<file path="config.mk">
export PLATFORM = sky130hd
export DESIGN_NAME = traffic_timing_config_flat
export DESIGN_NICKNAME = d
export VERILOG_FILES = /design/src/rtl/traffic_timing_config_if.sv /design/src/rtl/traffic_timing_config.sv /design/src/flat_wrapper.sv
export SDC_FILE = /design/constraint.sdc
export NUM_CORES = 1
export LEC_CHECK = 0
export ABC_AREA = 1
export CAP_MARGIN = 5
export CELL_PAD_IN_SITES_DETAIL_PLACEMENT = 1
export CELL_PAD_IN_SITES_GLOBAL_PLACEMENT = 1
export CORE_MARGIN = 2
export CORE_UTILIZATION = 40
export CTS_CLUSTER_SIZE = 28
export DETAILED_ROUTE_END_ITERATION = 10
export PLACE_DENSITY_LB_ADDON = 0.1
export SYNTH_ARGS = -nofsm -noshare
export SYNTH_HDL_FRONTEND = slang
export SYNTH_SLANG_ARGS = --single-unit
</file>
<file path="constraint.sdc">
create_clock -name clock -period 3.1 [get_ports clock]
set_input_delay 0.465 -clock clock [delete_from_list [all_inputs] [get_ports clock]]
set_output_delay 0.465 -clock clock [all_outputs]
set_load 0.02 [all_outputs]
</file>
<file path="src/rtl/traffic_timing_config_if.sv">
// Keypad-to-config and config-to-Sistema/Saida signal bundle for traffic_timing_config.
// slave = the configuration block, master = keypad side / consumers (or a testbench).
interface traffic_timing_config_if;
    // Handshake: key is valid while dav is high and must be stable for that whole time.
    // The block takes one key per low-to-high dav transition and has no ready.
    // A new key therefore needs dav low for at least one sampled clock first.
    logic       dav;
    logic [3:0] key;
    logic [6:0] Tpv;
    logic [6:0] Tsv;
    logic [6:0] Ta;
    logic [1:0] PhraseSel;
    logic [1:0] entry_target;
    logic [6:0] entry_value;
    logic       cfg_active;
    logic       cfg_update;
    logic [2:0] dbg_state;

    modport slave (
        input  dav, key,
        output Tpv, Tsv, Ta, PhraseSel, entry_target, entry_value,
               cfg_active, cfg_update, dbg_state
    );

    modport master (
        output dav, key,
        input  Tpv, Tsv, Ta, PhraseSel, entry_target, entry_value,
               cfg_active, cfg_update, dbg_state
    );
endinterface

</file>
<file path="src/rtl/traffic_timing_config.sv">
// Keypad menu sequencer that edits the Tpv/Tsv/Ta phase-time registers.
// Define CFG_TIMEOUT_EN to abandon an entry after TIMEOUT_CYCLES cycles without a key.
module traffic_timing_config #(
    parameter int TPV_DEFAULT    = 30,
    parameter int TSV_DEFAULT    = 20,
    parameter int TA_DEFAULT     = 3,
    parameter int T_MIN          = 1,
    parameter int T_MAX          = 99,
    parameter int ERR_HOLD       = 2,
    parameter int TIMEOUT_CYCLES = 10
) (
    input logic                    clock,
    input logic                    reset,
    traffic_timing_config_if.slave bus
);
    typedef enum logic [2:0] {
        S_IDLE    = 3'd0,
        S_SELECT  = 3'd1,
        S_TENS    = 3'd2,
        S_UNITS   = 3'd3,
        S_CONFIRM = 3'd4,
        S_ERROR   = 3'd5
    } state_t;

    localparam logic [3:0] KEY_STAR = 4'd10;
    localparam logic [3:0] KEY_HASH = 4'd11;
    localparam int         ERR_W    = $clog2(ERR_HOLD) + 1;

    state_t           state_q, state_d;
    logic             dav_q;
    logic             armed_q;
    logic [ERR_W-1:0] err_cnt_q, err_cnt_d;
    logic [6:0]       tpv_q, tpv_d;
    logic [6:0]       tsv_q, tsv_d;
    logic [6:0]       ta_q, ta_d;
    logic [1:0]       phrase_q, phrase_d;
    logic [1:0]       target_q, target_d;
    logic [6:0]       value_q, value_d;
    logic             active_q, active_d;
    logic             update_q, update_d;

    logic accept;
    logic is_digit;
    logic in_range;
    logic commit_ok;

`ifdef CFG_TIMEOUT_EN
    localparam int TO_W = $clog2(TIMEOUT_CYCLES) + 1;
    logic [TO_W-1:0] to_cnt_q, to_cnt_d;
`endif

    // armed_q blocks a dav that is already high when reset releases.
    assign accept   = bus.dav & ~dav_q & armed_q;
    assign is_digit = (bus.key <= 4'd9);
    assign in_range = (value_q >= 7'(T_MIN)) && (value_q <= 7'(T_MAX));

    always_ff @(posedge clock or negedge reset) begin
        if (!reset) begin
            state_q   <= S_IDLE;
            dav_q     <= 1'b0;
            armed_q   <= 1'b0;
            err_cnt_q <= '0;
            tpv_q     <= 7'(TPV_DEFAULT);
            tsv_q     <= 7'(TSV_DEFAULT);
            ta_q      <= 7'(TA_DEFAULT);
            phrase_q  <= 2'd0;
            target_q  <= 2'd0;
            value_q   <= 7'd0;
            active_q  <= 1'b0;
            update_q  <= 1'b0;
`ifdef CFG_TIMEOUT_EN
            to_cnt_q  <= '0;
`endif
        end else begin
            state_q   <= state_d;
            dav_q     <= bus.dav;
            armed_q   <= armed_q | ~bus.dav;
            err_cnt_q <= err_cnt_d;
            tpv_q     <= tpv_d;
            tsv_q     <= tsv_d;
            ta_q      <= ta_d;
            phrase_q  <= phrase_d;
            target_q  <= target_d;
            value_q   <= value_d;
            active_q  <= active_d;
            update_q  <= update_d;
`ifdef CFG_TIMEOUT_EN
            to_cnt_q  <= to_cnt_d;
`endif
        end
    end

    always_comb begin
        state_d   = state_q;
        err_cnt_d = '0;
        commit_ok = 1'b0;
        unique case (state_q)
            S_IDLE: begin
                if (accept && bus.key == KEY_STAR) state_d = S_SELECT;
            end
            S_SELECT: begin
                if (accept) begin
                    if (bus.key == KEY_STAR)                          state_d = S_IDLE;
                    else if (bus.key >= 4'd1 && bus.key <= 4'd3)      state_d = S_TENS;
                    else                                              state_d = S_ERROR;
                end
            end
            S_TENS: begin
                if (accept) begin
                    if (is_digit)                  state_d = S_UNITS;
                    else if (bus.key == KEY_STAR)  state_d = S_IDLE;
                    else                           state_d = S_ERROR;
                end
            end
            S_UNITS, S_CONFIRM: begin
                if (accept) begin
                    if (bus.key == KEY_HASH) begin
                        commit_ok = in_range;
                        state_d   = in_range ? S_IDLE : S_ERROR;
                    end else if (bus.key == KEY_STAR) begin
                        state_d = S_IDLE;
                    end else if (is_digit) begin
                        // A second digit moves UNITS on; further digits in CONFIRM are dropped.
                        state_d = S_CONFIRM;
                    end else begin
                        state_d = S_ERROR;
                    end
                end
            end
            S_ERROR: begin
                if (err_cnt_q == ERR_W'(ERR_HOLD - 1)) state_d = S_IDLE;
                else                                   err_cnt_d = err_cnt_q + ERR_W'(1);
            end
            default: state_d = S_IDLE;
        endcase

`ifdef CFG_TIMEOUT_EN
        to_cnt_d = '0;
        if ((state_q inside {S_SELECT, S_TENS, S_UNITS, S_CONFIRM}) && !accept) begin
            if (to_cnt_q == TO_W'(TIMEOUT_CYCLES - 1)) state_d  = S_IDLE;
            else                                       to_cnt_d = to_cnt_q + TO_W'(1);
        end
`endif
    end

    always_comb begin
        target_d = target_q;
        value_d  = value_q;
        tpv_d    = tpv_q;
        tsv_d    = tsv_q;
        ta_d     = ta_q;
        if (state_d == S_IDLE) begin
            target_d = 2'd0;
            value_d  = 7'd0;
        end else if (state_q == S_SELECT && state_d == S_TENS) begin
            target_d = bus.key[1:0];
            value_d  = 7'd0;
        end else if (state_q == S_TENS && state_d == S_UNITS) begin
            value_d = {3'b000, bus.key};
        end else if (state_q == S_UNITS && state_d == S_CONFIRM) begin
            value_d = value_q * 7'd10 + {3'b000, bus.key};
        end

        if (commit_ok) begin
            case (target_q)
                2'd1:    tpv_d = value_q;
                2'd2:    tsv_d = value_q;
                2'd3:    ta_d  = value_q;
                default: tpv_d = tpv_q;
            endcase
        end

        update_d = commit_ok;
        active_d = (state_d != S_IDLE);
        case (state_d)
            S_IDLE:   phrase_d = 2'd0;
            S_SELECT: phrase_d = 2'd1;
            S_ERROR:  phrase_d = 2'd3;
            default:  phrase_d = 2'd2;
        endcase
    end

    assign bus.Tpv          = tpv_q;
    assign bus.Tsv          = tsv_q;
    assign bus.Ta           = ta_q;
    assign bus.PhraseSel    = phrase_q;
    assign bus.entry_target = target_q;
    assign bus.entry_value  = value_q;
    assign bus.cfg_active   = active_q;
    assign bus.cfg_update   = update_q;
    assign bus.dbg_state    = state_q;
endmodule

</file>
<file path="src/flat_wrapper.sv">
// flat-port wrapper written by rule: the top's interface ports become plain ports
module traffic_timing_config_flat 
#(
    parameter int TPV_DEFAULT    = 30,
    parameter int TSV_DEFAULT    = 20,
    parameter int TA_DEFAULT     = 3,
    parameter int T_MIN          = 1,
    parameter int T_MAX          = 99,
    parameter int ERR_HOLD       = 2,
    parameter int TIMEOUT_CYCLES = 10
)
  (clock, reset, bus_dav, bus_key, bus_Tpv, bus_Tsv, bus_Ta, bus_PhraseSel, bus_entry_target, bus_entry_value, bus_cfg_active, bus_cfg_update, bus_dbg_state);
  traffic_timing_config_if bus_i ();
  input logic clock;
  input logic reset;
  input wire logic [$bits(bus_i.dav)-1:0] bus_dav;
  input wire logic [$bits(bus_i.key)-1:0] bus_key;
  output wire logic [$bits(bus_i.Tpv)-1:0] bus_Tpv;
  output wire logic [$bits(bus_i.Tsv)-1:0] bus_Tsv;
  output wire logic [$bits(bus_i.Ta)-1:0] bus_Ta;
  output wire logic [$bits(bus_i.PhraseSel)-1:0] bus_PhraseSel;
  output wire logic [$bits(bus_i.entry_target)-1:0] bus_entry_target;
  output wire logic [$bits(bus_i.entry_value)-1:0] bus_entry_value;
  output wire logic [$bits(bus_i.cfg_active)-1:0] bus_cfg_active;
  output wire logic [$bits(bus_i.cfg_update)-1:0] bus_cfg_update;
  output wire logic [$bits(bus_i.dbg_state)-1:0] bus_dbg_state;
  assign bus_i.dav = bus_dav;
  assign bus_i.key = bus_key;
  assign bus_Tpv = bus_i.Tpv;
  assign bus_Tsv = bus_i.Tsv;
  assign bus_Ta = bus_i.Ta;
  assign bus_PhraseSel = bus_i.PhraseSel;
  assign bus_entry_target = bus_i.entry_target;
  assign bus_entry_value = bus_i.entry_value;
  assign bus_cfg_active = bus_i.cfg_active;
  assign bus_cfg_update = bus_i.cfg_update;
  assign bus_dbg_state = bus_i.dbg_state;
  traffic_timing_config #(.TPV_DEFAULT(TPV_DEFAULT), .TSV_DEFAULT(TSV_DEFAULT), .TA_DEFAULT(TA_DEFAULT), .T_MIN(T_MIN), .T_MAX(T_MAX), .ERR_HOLD(ERR_HOLD), .TIMEOUT_CYCLES(TIMEOUT_CYCLES)) u_core (.clock(clock), .reset(reset), .bus(bus_i));
endmodule
</file>
==> flow_metrics.tcl, run 1 <==
set metrics [dict create \
    overflow 0 \
    async_reset_ff_frac 1.00 \
    post_cts_resize_count 0 \
    layout.nets 315 \
    dr.pass1.iters 4 \
    finalSetupViolations 0 \
    clkLatencyLatePin_ns 0.29 \
    cap_violations 0 \
    post_dp_cell_area_um2 2780 \
    finalCritPeriodShare 0.682 \
    synth_edf_count 0 \
    num_io_pins 44 \
    ir_worst_vdd_mv 0.259 \
    wl_per_cell_um 14.1 \
    power.density_nw_per_um2 562 \
    worst_pin_slew_ns 0.919 \
    slew_viol_final 0 \
    clockPowerShare 0.273 \
    period_minus_slack_ns 2.11 \
    met1_length_um 2570 \
    final_util 0.526 \
    fillCellCount 656 \
    final_area_um2 2900 \
    dp_slack_ns 0.687 \
    netlist_top_cells_area "dfrtp_1 (36%), nand2_1 (11%), dfstp_2 (9.2%)" \
    cts.clk_slew.worst_paths_ns 0.08 \
    tns_ns 0 \
    outcome "finished, final reports clean" \
    met3WireLength_um 169 \
    multi_input_area_um2 1100 \
    grt_pass1_wl_um 9200 \
    critPathArrivalTime_ns 2.29 \
    seqCellArea_um2 1040 \
    grt_antenna_before_repair 0 \
    clock_path_buffers 2 \
    p_leak_nw 1.32 \
    ant_nets 0 \
    holdWs_ns 0.309 \
    fin_skew_ns 0.00264 \
    startpoint_type "input port" \
    grt_max_degree 42 \
    die_h_um 79.5 \
    yosysWarnings 0 \
    switchingPower_uw 590 \
    syn_area_um2 2280 \
    syn-num-nets 268 \
    cts_inserted_buffers 5 \
    dr_total_vias 1788 \
    die-width_um 79.5 \
    min_path_type "input port to async pin" \
    diodes 0 \
    cts_sinks 41 \
    dr.max_layer_used "met4" \
    endpoint_kind "flip-flop" \
    gp_congestion 0.762 \
    hpwl_um 4080 \
    first_iter_violations 69 \
    dieArea_um2 6330 \
    drive_above_1_share 0.207 \
    ys_seq_area_frac 0.454 \
    synth_seq_cells 41 \
    p_sw_frac 0.362 \
    max_clock_freq_ghz 0.473 \
    yosysTopAreaCell "dfrtp_1" \
    wl_met2_um 2450 \
    drt_wl_total_um 5260 \
    crit_type "input port to flip-flop" \
    grt_pass1_vias 1835 \
    avgSynthCellArea_um2 9.06 \
    fin_ws_ns 0.987 \
    grt_usage 0.188 \
    crit_required_ns 3.28 \
    cts_setup_buffers 0 \
    viasPerCell 4.81 \
    start_util 0.414 \
    area_delta_synth_final_pct 27.0 \
    port_buffers 43 \
    synthCells 252 \
    synth_cell_types 30 \
    ys_top_cells_by_count "nand2_1 (64), dfrtp_1 (33), inv_1 (23)" \
    cts_tree "yes" \
    remaining_drc_errors 0 \
    p_seq_frac 0.383 \
    rsz0062_at_grt "no" \
    hold_violations 0 \
    synth_most_common_cell "nand2_1" \
    h-tree-depth 2 \
    p_int_mw 1.04 \
    synthFlopType "dfrtp_1" \
    cts_root_buf "clkbuf_8" \
    core_area_um2 5510 \
    synth_top_cell_area_share 0.362 \
    relSlewSlack 0.387 \
    hold_buffers 0 \
    cp_max_fo 9 \
    num_rows 27 \
    pwr-share-comb 0.343 \
]
[final timing paths]
check                                          startpoint                        end  slack, ns  depth (start not counted)
min in group clock                    u_core.err_cnt_q[0]        u_core.err_cnt_q[0]       0.46                          1
worst min-delay path                                reset           u_core.bus.Ta[6]       0.31                          1
max in group asynchronous                           reset               u_core.dav_q       2.22                          1
worst max-delay path                           bus_key[3]  u_core.bus.entry_value[0]       0.99                         12
worst min register to register        u_core.err_cnt_q[0]        u_core.err_cnt_q[0]       0.46                          1
worst max register to register  u_core.bus.entry_value[1]  u_core.bus.entry_value[6]       1.08                          9
[kinds of logic after synthesis]
group / share of synthesized area
buf+inv: 0.0619
xor+xnor: 0.0230
flops: 0.454
simple gates: 0.327
fa+ha+maj: 0.0559
compound gates: 0.0784
[metrics by stage]
step                      std cells  power [mW]
after global placement          364        1.19
after global routing            372        1.73
final                           372        1.63
after floorplan                 252        1.03
after CTS                       372        1.65
after detailed placement        364        1.20
[power by group through the flow]
stage / Clock [mW] / Combinational, mW / Sequential [mW]
finish: 0.445 / 0.559 / 0.624
global route: 0.480 / 0.616 / 0.632
CTS: 0.456 / 0.568 / 0.625
detailed placement: 0 / 0.564 / 0.635
global placement: 0 / 0.555 / 0.635
floorplan: 0 / 0.357 / 0.669
[metal layers]
metal  track usage  vias to the layer above
met1         0.266                      846
li1              -                      902
met3        0.0328                        7
met2         0.296                       33
met5             0                        -
met4        0.0517                        0
[layout make-up]
| class | count | share of cell area |
|---|---|---|
| multi-input combinational | 176 | 0.381 |
| sequential | 41 | 0.357 |
| tap | 72 | 0.0311 |
| timing repair buffer | 43 | 0.147 |
| inverter | 32 | 0.0436 |
| clock buffer | 7 | 0.0298 |
| clock inverter | 1 | 0.0104 |
[registers in the layout, indices dropped and copies added, names as in the netlist]
signal                   cells
u_core.bus.cfg_active        1
u_core.bus.Tsv               7
u_core.bus.cfg_update        1
u_core.bus.entry_target      2
u_core.bus.Ta                7
u_core.armed_q               1
u_core.bus.entry_value       7
u_core.dav_q                 1
u_core.err_cnt_q             2
u_core.bus.Tpv               7
u_core.bus.PhraseSel         2
u_core.bus.dbg_state         3
[cell usage in the layout (no fill, tap or decap), types with 3 or more instances in the layout]
cell / instances
clkbuf_8: 6
clkdlybuf4s50_1: 42
dfrtp_1: 33
dfstp_2: 8
ha_1: 7
inv_1: 23
inv_2: 7
nand2_1: 64
nand2_2: 5
nand2_4: 5
nand3_1: 13
nand3_2: 7
nand4_1: 3
nor2_1: 13
nor2_2: 6
nor2_4: 4
nor2_8: 3
o21ai_0: 9
o21ai_1: 19
xnor2_1: 5
[worst max-delay path, stage by stage]
cell	delay [ns]
clkdlybuf4s50_1	0.58
nand2_2	0.12
nor2_4	0.18
nor2_4	0.07
nand3_2	0.08
nand2_4	0.08
nor2_2	0.16
nand2_4	0.09
nor2_2	0.19
nor2_4	0.09
nand3_1	0.11
nand2_1	0.06
Power figures use the tool's default switching activity.
==> inputs of run 2 (changes only) <==
CORE_UTILIZATION = 39   (was 40)
clock period = 2.2 ns   (was 3.1 ns; I/O delays follow)
==> run 2 against run 1 <==
  * Combinational power increased by 48%
  * Largest cell class unchanged
  * Highest routed layer unchanged
  * Clock-buffer cell count unchanged
  * Sequential power increased by 40%
  * First-iteration DRC count decreased by 4.3%
  * Global-route usage decreased by 0.36 points
  * Sequential cell count unchanged
==> flow_metrics.tcl, run 2 (synthesis gave the netlist of run 1 again) <==
set metrics [dict create \
    hpwl_um 4310 \
    first_iter_violations 66 \
    worstPathCellList "ha_1, ha_1, inv_1, fa_1, xnor2_1, xnor2_1, xor2_1, nand3_1, nand2_1" \
    grt_usage 0.184 \
    die_h_um 80.5 \
    fillCellCount 683 \
    cts_root_buf "clkbuf_8" \
    num_rows 27 \
    cts_setup_buffers 0 \
    startpoint_type "flip-flop" \
    hold_buffers 0 \
    slowest_delay_ns 0.41 \
    clock_path_buffers 2 \
    remaining_drc_errors 0 \
    overflow 0 \
    cts_inserted_buffers 5 \
    period_minus_slack_ns 1.98 \
    dr_total_vias 1846 \
    area_delta_synth_final_pct 31.0 \
    drt_wl_total_um 5330 \
    die-width_um 80.5 \
    post_dp_cell_area_um2 2870 \
    clkLatencyLatePin_ns 0.29 \
    layout.nets 327 \
    dp_slack_ns -0.0642 \
    dieArea_um2 6480 \
    hold_violations 0 \
    critPathArrivalTime_ns 2.22 \
    slew_viol_final 0 \
    outcome "finished, final reports clean" \
    start_util 0.409 \
    power.density_nw_per_um2 778 \
    core_area_um2 5570 \
    finalCritPeriodShare 0.901 \
    seqCellArea_um2 1040 \
    ant_nets 0 \
    diodes 0 \
    rsz0062_at_grt "no" \
    grt_max_degree 42 \
    p_leak_nw 1.37 \
    num_io_pins 44 \
    cap_violations 0 \
    cp_max_fo 2 \
    worst_pin_slew_ns 0.900 \
    grt_pass1_wl_um 9130 \
    ir_worst_vdd_mv 0.385 \
    worstRegToRegCells 9 \
    h-tree-depth 2 \
    relSlewSlack 0.400 \
    port_buffers 43 \
    grt_antenna_before_repair 0 \
    max_clock_freq_ghz 0.504 \
    crit_type "flip-flop to flip-flop" \
    final_area_um2 2990 \
    cpMaxStageDelayCell "dfrtp_1" \
    cts_tree "yes" \
    drive_above_1_share 0.237 \
    grt_pass1_vias 1885 \
    gp_congestion 0.825 \
    layout_common_cells "nand2_1 (64), clkdlybuf4s50_1 (42), dfrtp_1 (33)" \
    min_path_type "input port to async pin" \
    cts_sinks 41 \
    fin_ws_ns 0.217 \
    cts.clk_slew.worst_paths_ns 0.08 \
    finalSetupViolations 0 \
    wl_per_cell_um 13.9 \
    dr.pass1.iters 4 \
    multi_input_area_um2 1100 \
    viasPerCell 4.81 \
    final_common_cell "nand2_1" \
    final_util 0.536 \
    fin_skew_ns 0.00438 \
    post_cts_resize_count 0 \
    endpoint_kind "flip-flop" \
    crit_required_ns 2.44 \
]
==> run 2: cell types whose count changed in the layout (fill, tap and decap cells not counted), sizes merged <==
cell / before / now
buf: 1 / 13
==> run 2: area by class of cell <==
class | count | area share
clock buffers | 7 | 0.0289
clock inverters | 1 | 0.0100
inverters | 32 | 0.0423
multi-input cells | 176 | 0.370
flip-flops and latches | 41 | 0.347
well taps | 72 | 0.0301
repair buffers | 55 | 0.172
==> run 2: per-stage QoR <==
| stage | total power, mW | instances | setup TNS (ns) | hold slack, ns |
|---|---|---|---|---|
| floorplan | 1.45 | 252 | 0 | 0.0344 |
| global placement | 1.71 | 376 | -0.209 | 0.441 |
| detailed placement | 1.73 | 376 | -0.449 | 0.445 |
| CTS | 2.35 | 384 | 0 | 0.187 |
| global route | 2.47 | 384 | 0 | 0.217 |
| finish | 2.33 | 384 | 0 | 0.158 |
==> run 2: worst paths after layout <==
kind                                      startpoint                         to  slack, ns
max                        u_core.bus.entry_value[1]  u_core.bus.entry_value[6]       0.22
min reg2reg                      u_core.err_cnt_q[0]        u_core.err_cnt_q[0]       0.47
max reg2reg                u_core.bus.entry_value[1]  u_core.bus.entry_value[6]       0.22
min                                            reset          u_core.bus.Tpv[5]       0.16
max in group asynchronous                      reset    u_core.bus.PhraseSel[1]       1.47
min in group clock               u_core.err_cnt_q[0]        u_core.err_cnt_q[0]       0.47
==> run 2: per-layer routing <==
metal,track usage,vias to the layer above,wire (µm)
met5,0,-,0
met4,0.0610,0,82
met3,0.0303,5,198
met2,0.282,36,2450
met1,0.264,880,2600
li1,-,925,-
==> run 2: critical path: cells and delay by family, from the launching register on <==
family	cells	cell delay [ns]
DFF	1	0.41
adders and majority gates	3	0.80
xor gates and xnor gates	3	0.50
and+or+nand+nor	2	0.18
buffers and inverters	1	0.05
==> run 2: power by group <==
group | internal (mW) | total [mW] | switching (mW)
clock network | 0.370 | 0.620 | 0.251
logic | 0.314 | 0.830 | 0.516
registers | 0.809 | 0.875 | 0.0660
